**src/rtl/ddr3_init_sequencer_if.sv**
```systemverilog
// ============================================================================
// ddr3_init_sequencer_if : ROM fetch + DDR3 init pin bundle | rev 1.0
// ============================================================================
`default_nettype none

interface ddr3_init_sequencer_if #(
  parameter int ROM_ADDR_BITS = 4,
  parameter int ROW_BITS      = 14,
  parameter int BA_BITS       = 3
);
  logic [ROM_ADDR_BITS-1:0] o_rom_addr;
  logic [31:0]              i_rom_data;
  logic                     o_ddr3_reset_n;
  logic                     o_ddr3_cke;
  logic [3:0]               o_ddr3_cmd;
  logic [BA_BITS-1:0]       o_ddr3_ba;
  logic [ROW_BITS-1:0]      o_ddr3_addr;
  logic                     o_init_done;

  modport master (
    output o_rom_addr,
    input  i_rom_data,
    output o_ddr3_reset_n,
    output o_ddr3_cke,
    output o_ddr3_cmd,
    output o_ddr3_ba,
    output o_ddr3_addr,
    output o_init_done
  );

  modport slave (
    input  o_rom_addr,
    output i_rom_data,
    input  o_ddr3_reset_n,
    input  o_ddr3_cke,
    input  o_ddr3_cmd,
    input  o_ddr3_ba,
    input  o_ddr3_addr,
    input  o_init_done
  );
endinterface

`default_nettype wire

```
**src/rtl/ddr3_init_sequencer.sv**
```systemverilog
// ============================================================================
// ddr3_init_sequencer : steps through the init ROM, timing each entry and
// driving DDR3 RESET#/CKE/command/address pins | rev 1.0
// ============================================================================
`default_nettype none

module ddr3_init_sequencer #(
  parameter int NUM_ENTRIES   = 16,
  parameter int ROM_ADDR_BITS = 4,
  parameter int ROW_BITS      = 14,
  parameter int BA_BITS       = 3
) (
  input  wire logic               i_clk,
  input  wire logic               i_rst_n,
  ddr3_init_sequencer_if.master   bus
);

  localparam logic [3:0]               c_cmd_nop      = 4'b0111;
  localparam logic [3:0]               c_cmd_deselect = 4'b1111;
  localparam logic [ROM_ADDR_BITS-1:0] c_last_addr    = ROM_ADDR_BITS'(NUM_ENTRIES - 1);

  generate
    if ((2 ** ROM_ADDR_BITS) < NUM_ENTRIES) begin : g_bad_rom_addr_bits
      $error("ROM_ADDR_BITS too small for NUM_ENTRIES");
    end
    if ((ROW_BITS > 16) || (BA_BITS != 3)) begin : g_bad_pin_widths
      $error("ROW_BITS must be <= 16 and BA_BITS must be 3");
    end
  endgenerate

  typedef enum logic [1:0] {
    FETCH = 2'd0,
    EXEC  = 2'd1,
    DONE  = 2'd2
  } state_e;

  state_e                   state_q, state_d;
  logic [18:0]              counter_q, counter_d;
  logic [ROM_ADDR_BITS-1:0] rom_addr_q, rom_addr_d;
  logic                     reset_n_q, reset_n_d;
  logic                     cke_q, cke_d;
  logic [3:0]               cmd_q, cmd_d;
  logic [BA_BITS-1:0]       ba_q, ba_d;
  logic [ROW_BITS-1:0]      addr_q, addr_d;
  logic                     done_q, done_d;
  logic                     stay_q, stay_d;
  logic                     last_q, last_d;

  // ROM entry fields
  logic        ent_use_timer;
  logic        ent_stay;
  logic        ent_cke;
  logic        ent_reset_n;
  logic [3:0]  ent_cmd;
  logic [18:0] ent_delay;
  logic        unused_rom_bits;

  assign ent_use_timer   = bus.i_rom_data[31];
  assign ent_stay        = bus.i_rom_data[30];
  assign ent_cke         = bus.i_rom_data[29];
  assign ent_reset_n     = bus.i_rom_data[28];
  assign ent_cmd         = bus.i_rom_data[27:24];
  assign ent_delay       = bus.i_rom_data[18:0];
  assign unused_rom_bits = ^bus.i_rom_data[23:19];

  always_comb begin
    state_d    = state_q;
    counter_d  = counter_q;
    rom_addr_d = rom_addr_q;
    reset_n_d  = reset_n_q;
    cke_d      = cke_q;
    cmd_d      = cmd_q;
    ba_d       = ba_q;
    addr_d     = addr_q;
    done_d     = done_q;
    stay_d     = stay_q;
    last_d     = last_q;

    case (state_q)
      FETCH: begin
        // Entry 0 is already presented; the first EXEC cycle sees counter 0 and loads it.
        state_d   = EXEC;
        counter_d = '0;
      end

      EXEC: begin
        if (counter_q != 19'd0) begin
          counter_d = counter_q - 19'd1;
          if (!stay_q) begin
            cmd_d = c_cmd_nop;
          end
        end else if (last_q) begin
          state_d = DONE;
          cmd_d   = c_cmd_nop;
          ba_d    = '0;
          addr_d  = '0;
          done_d  = 1'b1;
        end else begin
          reset_n_d = ent_reset_n;
          cke_d     = ent_cke;
          cmd_d     = ent_cmd;
          stay_d    = ent_stay;
          last_d    = (rom_addr_q == c_last_addr);
          if (rom_addr_q != c_last_addr) begin
            rom_addr_d = rom_addr_q + ROM_ADDR_BITS'(1);
          end
          if (ent_use_timer) begin
            ba_d      = '0;
            addr_d    = '0;
            counter_d = (ent_delay > 19'd1) ? (ent_delay - 19'd1) : 19'd0;
          end else begin
            ba_d      = bus.i_rom_data[16 +: BA_BITS];
            addr_d    = bus.i_rom_data[ROW_BITS-1:0];
            counter_d = '0;
          end
        end
      end

      DONE: begin
        cmd_d  = c_cmd_nop;
        ba_d   = '0;
        addr_d = '0;
        done_d = 1'b1;
      end

      default: begin
        state_d = FETCH;
      end
    endcase
  end

  always_ff @(posedge i_clk) begin
    if (!i_rst_n) begin
      state_q    <= FETCH;
      counter_q  <= '0;
      rom_addr_q <= '0;
      reset_n_q  <= 1'b0;
      cke_q      <= 1'b0;
      cmd_q      <= c_cmd_deselect;
      ba_q       <= '0;
      addr_q     <= '0;
      done_q     <= 1'b0;
      stay_q     <= 1'b0;
      last_q     <= 1'b0;
    end else begin
      state_q    <= state_d;
      counter_q  <= counter_d;
      rom_addr_q <= rom_addr_d;
      reset_n_q  <= reset_n_d;
      cke_q      <= cke_d;
      cmd_q      <= cmd_d;
      ba_q       <= ba_d;
      addr_q     <= addr_d;
      done_q     <= done_d;
      stay_q     <= stay_d;
      last_q     <= last_d;
    end
  end

  assign bus.o_rom_addr     = rom_addr_q;
  assign bus.o_ddr3_reset_n = reset_n_q;
  assign bus.o_ddr3_cke     = cke_q;
  assign bus.o_ddr3_cmd     = cmd_q;
  assign bus.o_ddr3_ba      = ba_q;
  assign bus.o_ddr3_addr    = addr_q;
  assign bus.o_init_done    = done_q;

endmodule

`default_nettype wire

```
**src/flat_wrapper.sv**
```systemverilog
// flat-port wrapper written by rule: the top's interface ports become plain ports
module ddr3_init_sequencer_flat 
#(
  parameter int NUM_ENTRIES   = 16,
  parameter int ROM_ADDR_BITS = 4,
  parameter int ROW_BITS      = 14,
  parameter int BA_BITS       = 3
)
  (i_clk, i_rst_n, bus_o_rom_addr, bus_i_rom_data, bus_o_ddr3_reset_n, bus_o_ddr3_cke, bus_o_ddr3_cmd, bus_o_ddr3_ba, bus_o_ddr3_addr, bus_o_init_done);
  ddr3_init_sequencer_if #(.ROM_ADDR_BITS(ROM_ADDR_BITS), .ROW_BITS(ROW_BITS), .BA_BITS(BA_BITS)) bus_i ();
  input  wire logic i_clk;
  input  wire logic i_rst_n;
  output wire logic [$bits(bus_i.o_rom_addr)-1:0] bus_o_rom_addr;
  input wire logic [$bits(bus_i.i_rom_data)-1:0] bus_i_rom_data;
  output wire logic [$bits(bus_i.o_ddr3_reset_n)-1:0] bus_o_ddr3_reset_n;
  output wire logic [$bits(bus_i.o_ddr3_cke)-1:0] bus_o_ddr3_cke;
  output wire logic [$bits(bus_i.o_ddr3_cmd)-1:0] bus_o_ddr3_cmd;
  output wire logic [$bits(bus_i.o_ddr3_ba)-1:0] bus_o_ddr3_ba;
  output wire logic [$bits(bus_i.o_ddr3_addr)-1:0] bus_o_ddr3_addr;
  output wire logic [$bits(bus_i.o_init_done)-1:0] bus_o_init_done;
  assign bus_o_rom_addr = bus_i.o_rom_addr;
  assign bus_i.i_rom_data = bus_i_rom_data;
  assign bus_o_ddr3_reset_n = bus_i.o_ddr3_reset_n;
  assign bus_o_ddr3_cke = bus_i.o_ddr3_cke;
  assign bus_o_ddr3_cmd = bus_i.o_ddr3_cmd;
  assign bus_o_ddr3_ba = bus_i.o_ddr3_ba;
  assign bus_o_ddr3_addr = bus_i.o_ddr3_addr;
  assign bus_o_init_done = bus_i.o_init_done;
  ddr3_init_sequencer #(.NUM_ENTRIES(NUM_ENTRIES), .ROM_ADDR_BITS(ROM_ADDR_BITS), .ROW_BITS(ROW_BITS), .BA_BITS(BA_BITS)) u_core (.i_clk(i_clk), .i_rst_n(i_rst_n), .bus(bus_i));
endmodule
```
**config.mk**
```make
export PLATFORM = sky130hd
export DESIGN_NAME = ddr3_init_sequencer_flat
export DESIGN_NICKNAME = d
export VERILOG_FILES = /design/src/rtl/ddr3_init_sequencer_if.sv /design/src/rtl/ddr3_init_sequencer.sv /design/src/flat_wrapper.sv
export SDC_FILE = /design/constraint.sdc
export NUM_CORES = 1
export LEC_CHECK = 0
export CAP_MARGIN = 40
export CORE_ASPECT_RATIO = 0.8
export CORE_MARGIN = 4
export CORE_UTILIZATION = 48
export CTS_BUF_LIST = sky130_fd_sc_hd__clkbuf_4 sky130_fd_sc_hd__clkbuf_8
export DETAILED_ROUTE_END_ITERATION = 10
export GPL_ROUTABILITY_DRIVEN = 0
export HOLD_SLACK_MARGIN = 0.05
export MAX_ROUTING_LAYER = met4
export PLACE_DENSITY = 0.78
export SYNTH_ARGS = -nofsm -noshare
export SYNTH_HDL_FRONTEND = slang
export SYNTH_SLANG_ARGS = --single-unit
```
**constraint.sdc**
```tcl
create_clock -name i_clk -period 2.2 [get_ports i_clk]
set_input_delay 0.22 -clock i_clk [delete_from_list [all_inputs] [get_ports i_clk]]
set_output_delay 0.22 -clock i_clk [all_outputs]
set_load 0.1 [all_outputs]
```
; Word level (Yosys, flattened, before mapping)
; Index checks and enable logic that the tools add are counted.
[classes]
addsub = 3
magnitude_cmp = 1
n_eq_ne = 8
n_mux = 24
n_bitwise = 3
reduce_logical = 12
[op_table]
columns = operator, n
row1 = 19-bit 2-to-1 mux, 4
row2 = 14-bit 2-to-1 mux, 3
row3 = 19-bit case mux with 2 select lines, 1
row4 = "19-bit by 1-bit subtractor with 19-bit output, second input constant", 2
row5 = 14-bit case mux with 2 select lines, 1
row6 = "19-bit by 1-bit greater-than comparator with 1-bit output, second input constant", 1
row7 = 19-bit nonzero test, 1
row8 = 4-bit 2-to-1 mux, 3
row9 = 3-bit 2-to-1 mux, 3
row10 = 3-bit AND reduction, 3
row11 = 4-bit case mux with 2 select lines, 1
row12 = 2-bit AND reduction, 4
row13 = "3-bit inequality test, second input constant", 2
row14 = 2-bit case mux with 3 select lines, 1
row15 = 3-bit case mux with 2 select lines, 1
row16 = "4-bit by 1-bit adder with 4-bit output, second input constant", 1
row17 = "4-bit == test, second input constant", 1
row18 = 2-bit 2-to-1 mux, 2
row19 = "4-bit inequality test, second input constant", 1
row20 = 4-bit AND reduction, 1
row21 = 2-bit nonzero test, 2
row22 = 1-bit 2-to-1 mux, 3
row23 = 1-bit inverter, 3
row24 = "2-bit by 1-bit == test with 1-bit output, second input constant", 1
row25 = other kinds (5), 5
[totals]
regBits = 51
in_bits = 34
out_inout_bits = 28
word_cells = 62

; Depth between registers and ports, before layout
[depth]
word_depth = 6
ltp_mapped = 10
depth_no_buf = 7

; Worst setup path before layout
; OpenSTA, ideal clock, no wires.
[synth_timing]
path_kind = reg2reg
start = reg u_core.counter_q[0]
end = reg u_core.addr_q[10] (netlist: u_core.bus.o_ddr3_addr[10])
setup_time_ps = 68
arrival_ps = 2381
required_ps = 2132
path_slack_ps = -249
path_stages_with_launch = 11
path_buffers = 3
period_less_slack_ps = 2449
path_cell_list = dfxtp_1 inv_1 ha_1 or3b_2 clkbuf_1 nand4b_1 buf_2 nor4_4 buf_6 a22oi_1 nor2_1
[synth_between]
elab_chain_len = 3
[synth_rtl]
columns = element, line_no
row1 = "start, declared", ddr3_init_sequencer.sv:38  ; logic [18:0] counter_q, counter_d;
row2 = "start signal, assigned", ddr3_init_sequencer.sv:147  ; counter_q <= counter_d;
row3 = 19-bit nonzero test, ddr3_init_sequencer.sv:87  ; if (counter_q != 19'd0) begin
row4 = 2-bit inequality test (no line), --
row5 = 2-bit AND reduction (no line), --
row6 = "end signal, assigned", ddr3_init_sequencer.sv:153  ; addr_q <= addr_d;
row7 = "end, declared", ddr3_init_sequencer.sv:44  ; logic [ROW_BITS-1:0] addr_q, addr_d;
; No other way between the ends.
; A chain may end at the register's enable or synchronous reset.

; Final worst setup path
[layout_timing]
start = reg u_core.counter_q[0]
end = reg u_core.counter_q[14]
[layout_between]
elab_chain_len = 3
word_cells_on_any_way = 6
cone_classes = 1 x add/sub / 1 x eq/ne / 2 x mux / 2 x reduce/logical
[layout_rtl]
columns = element, line_no
row1 = 19-bit by 1-bit subtractor with 19-bit output / 19-bit nonzero test (equally long branches), "ddr3_init_sequencer.sv:88, ddr3_init_sequencer.sv:87"
row2 = 19-bit 2-to-1 mux / 3-bit inequality test (equally long branches), --
row3 = 19-bit case mux with 2 select lines / 2-bit AND reduction (equally long branches), --
; Parallel ways exist; a longest one is shown, timed or not.

==> summary.md <==
| Metric | Value |
|---|---|
| Max-slew headroom | `62.1%` |
| Outcome | `finished with violations` |
| Sw Share | `49.1%` |
| Synthesized area | `0.00305 mm²` |
| Synthesized instance count | `366` |
| Most used routing layer | `met2` |
| CTS tree | `done` |
| I/O pin total | `62` |
| DIE AREA | `0.00771 mm²` |
| WP buf/inv | `3` |
| Total grt overflow | `0` |
| Post-synthesis adder-cell area fraction | `2.87%` |
| Max Root-Sink Buffers | `2` |
| Number of global-route vias before repair | `3761` |
| Most frequent cells in the layout | `buf_4 (111), dfxtp_1 (47), nor2_1 (39)` |
| Post-synthesis xor/xnor area fraction | `4.88%` |
| Syn_nets | `407` |
| Synthesized flop and latch total | `51` |
| Main combinational cell family by area after synthesis | `compound AO/OA/AOI/OAI gates` |
| Worst EP arrival | `2.60 ns` |
| Pre-antenna DRT Iters | `5` |
| Unrepaired setup endpoints after global routing | `yes` |
| Skew-Pair Late Insertion Delay | `0.32 ns` |
| PwrDens | `1710 mW/mm²` |
| Worst slew pin tran | `0.567 ns` |
| Met2 usage | `50.9%` |
| Comb power frac | `76.2%` |
| Routed vias/inst | `6.45` |
| Clock sink total | `51` |
| Worst-path cell chain | `inv_2, ha_4, or3b_4, nand4b_1, buf_6, buf_12, o32ai_4, or4_4, a21oi_2` |
| Proportion of synthesized area in mux cells | `1.64%` |
| Initial core utilization | `50.5%` |
| Core area | `0.00604 mm²` |
| Nets | `549` |
| GR Layer Usage met3 | `7.99%` |
| Post-synth EDFFs | `0` |
| DR WL/cell | `20.7 µm` |
| Residual DRC | `0` |
| Failing checks | `setup timing` |
| Async SR Flop Fraction | `0%` |
| Setup violations, final | `38` |
| Pin count of the biggest net entering global routing | `38` |
| Synthesis Warnings | `0` |
| Rows | `25` |
| Reg power frac | `16.3%` |
| DIE HEIGHT | `79.3 µm` |
| Worst Path Required | `2.40 ns` |
| Tmin final | `2.39 ns` |
| Synth cell types | `64` |
| Hold Crit Class | `in -> reg` |
| Peak Freq | `418 MHz` |
| CTS Buf Count | `5` |
| Crit share post-route | `109%` |
| Root Driver | `clkbuf_8` |
| Worst slack, placed | `-0.434 ns` |
| Final WL | `12.2 mm` |
| CTS Hold Bufs | `0` |
| DRT antenna net count | `0` |
| Net Switching | `4.00 mW` |
| Final Max Tran Viols | `0` |
| Final hold vios | `0` |
| Post-synthesis sequential area ratio | `33.5%` |
| Synth Flop Type | `dfxtp_1` |
| Diodes inserted | `0` |
| Final Skew | `0.00945 ns` |
| Commonest non-fill, non-tap cell in the layout | `buf_4` |
| CP max stage cell | `o32ai_4` |
| Via count | `3807` |
| Maximum VDD drop | `0.799 mV` |
| Leak Pwr | `1.96 nW` |
| Layout cells sized above 1 | `36.7%` |
| Setup slack, reg-to-reg | `-0.19 ns` |
| Total power | `8.14 mW` |
| CP endpoint kind | `flip-flop` |
| Starting DRT DRC Count | `408` |
| Met1 Use GR | `35.9%` |
| Reg clk slew, reported paths | `0.11 ns` |
| First-pass GRT wire length | `18.7 mm` |
| Internal | `4.14 mW` |
| Critical path class | `reg -> reg` |
| Syn_area_per_cell | `8.34 µm²` |
| Worst setup margin | `-0.193 ns` |
| Clk network pwr share | `7.5%` |
| H-tree depth | `2` |
| Area grow syn2layout | `55.9%` |
| Detailed Place HPWL | `8.03 mm` |
| Startpoint types | `flip-flop` |
| Port bufs | `56` |
| Max Cap Viol | `0` |
| GRT Total Usage | `30.9%` |
| Compound-Gate Fraction of Synth Area | `27.6%` |
| Final Hold Slack | `0.371 ns` |
| Simple-gate area share of the yosys netlist | `24.0%` |
| Crit-path max FO | `6` |
| Antenna violations before repair | `0` |
| Delay-heaviest family, CP | `simple AND/OR/NAND/NOR gates` |
| Peak per-stage delay on the critical path | `0.44 ns` |
| Die W | `97.1 µm` |
## metrics by stage
stage	utilization [%]	TNS (ns)	area, µm²	instances
2_1_floorplan	-	-0.250	3110	366
3_3_place_gp	70.7	-4.99	4270	572
3_5_place_dp	70.7	-6.59	4270	572
4_1_cts	75.4	-0.0154	4550	587
5_1_grt	78.8	-5.23	4760	590
6_report	78.8	-3.47	4760	590
## power groups by stage
stage	clock network, mW	registers, mW	logic [mW]
2_1_floorplan	0	1.99	2.35
3_3_place_gp	0	1.30	4.80
3_5_place_dp	0	1.31	4.89
4_1_cts	0.611	1.30	5.49
5_1_grt	0.653	1.35	6.47
6_report	0.610	1.33	6.20
## flip-flops by register name, summed over array words and instances (netlist names)
signal / flops
u_core.counter_q: 19
u_core.bus.o_init_done: 1
u_core.state_q: 2
u_core.bus.o_ddr3_addr: 14
u_core.bus.o_ddr3_cmd: 4
u_core.stay_q: 1
u_core.bus.o_ddr3_reset_n: 1
u_core.bus.o_ddr3_ba: 3
u_core.bus.o_ddr3_cke: 1
u_core.bus.o_rom_addr: 4
u_core.last_q: 1
## logic make-up after synthesis
logic type | count (synthesis)
multiplexers | 5
AND/OR/NAND/NOR | 134
buffers and inverters | 38
adder cells (fa/ha/maj) | 7
flip-flops | 51
XOR/XNOR | 17
AO/OA/AOI/OAI | 114
## worst min-delay path, cell delays in order
cell            delay, ns
dlymetal6s2s_1       0.14
buf_4                0.15
a22oi_1              0.06
nor2_1               0.08
## final cells by class
type	instances	area, µm²
Multi-Input combinational cell	277	2090
Timing Repair Buffer	156	1380
Fill cell	368	1280
Sequential cell	51	1030
Tap cell	81	101
Clock buffer	5	68.8
Inverter	17	63.8
Clock inverter	3	28.8
## metal layers
metal / up-vias / routed length (µm)
li1: 1687 / -
met1: 1777 / 4630
met2: 282 / 5790
met3: 61 / 1290
met4: 0 / 493
met5: - / 0
## synthesized netlist by cell type (4+ instances only)
cell type  instances  area, µm²
dfxtp_1           51       1020
nor2_1            40        150
a22oi_1           17        128
inv_1             17       63.8
nand2_1           15       56.3
o21ai_0           15       75.1
a21oi_1           14       70.1
nand3_1           14       70.1
nor3_1            14       70.1
a31oi_1           13       81.3
clkbuf_1          12       45.0
a211oi_1           9       67.6
xor2_1             9       78.8
nor4_1             8       50.1
xnor2_1            8       70.1
ha_1               7       87.6
o211ai_1           7       52.6
or3_1              7       43.8
buf_2              6       30.0
nand4_1            6       37.5
mux2i_1            5       50.1
or4_1              5       37.5
nand4b_1           4       35.0
## repair_timing
action	CTS	global route
cloned	1	1
resized for setup	31	35
endpoints found under the setup margin	35	48
endpoints found under the hold margin	0	0
buffers inserted	7	4
pin swaps	14	34
## final timing paths
kind / from / to / cells past startpoint
worst min-delay path: bus_i_rom_data[13] / u_core.bus.o_ddr3_addr[13] / 4
worst min register to register: u_core.bus.o_ddr3_cmd[3] / u_core.bus.o_ddr3_cmd[3] / 2
worst max-delay path: u_core.counter_q[0] / u_core.counter_q[14] / 9
worst max register to register: u_core.counter_q[0] / u_core.counter_q[14] / 9
Power figures use the tool's default switching activity.
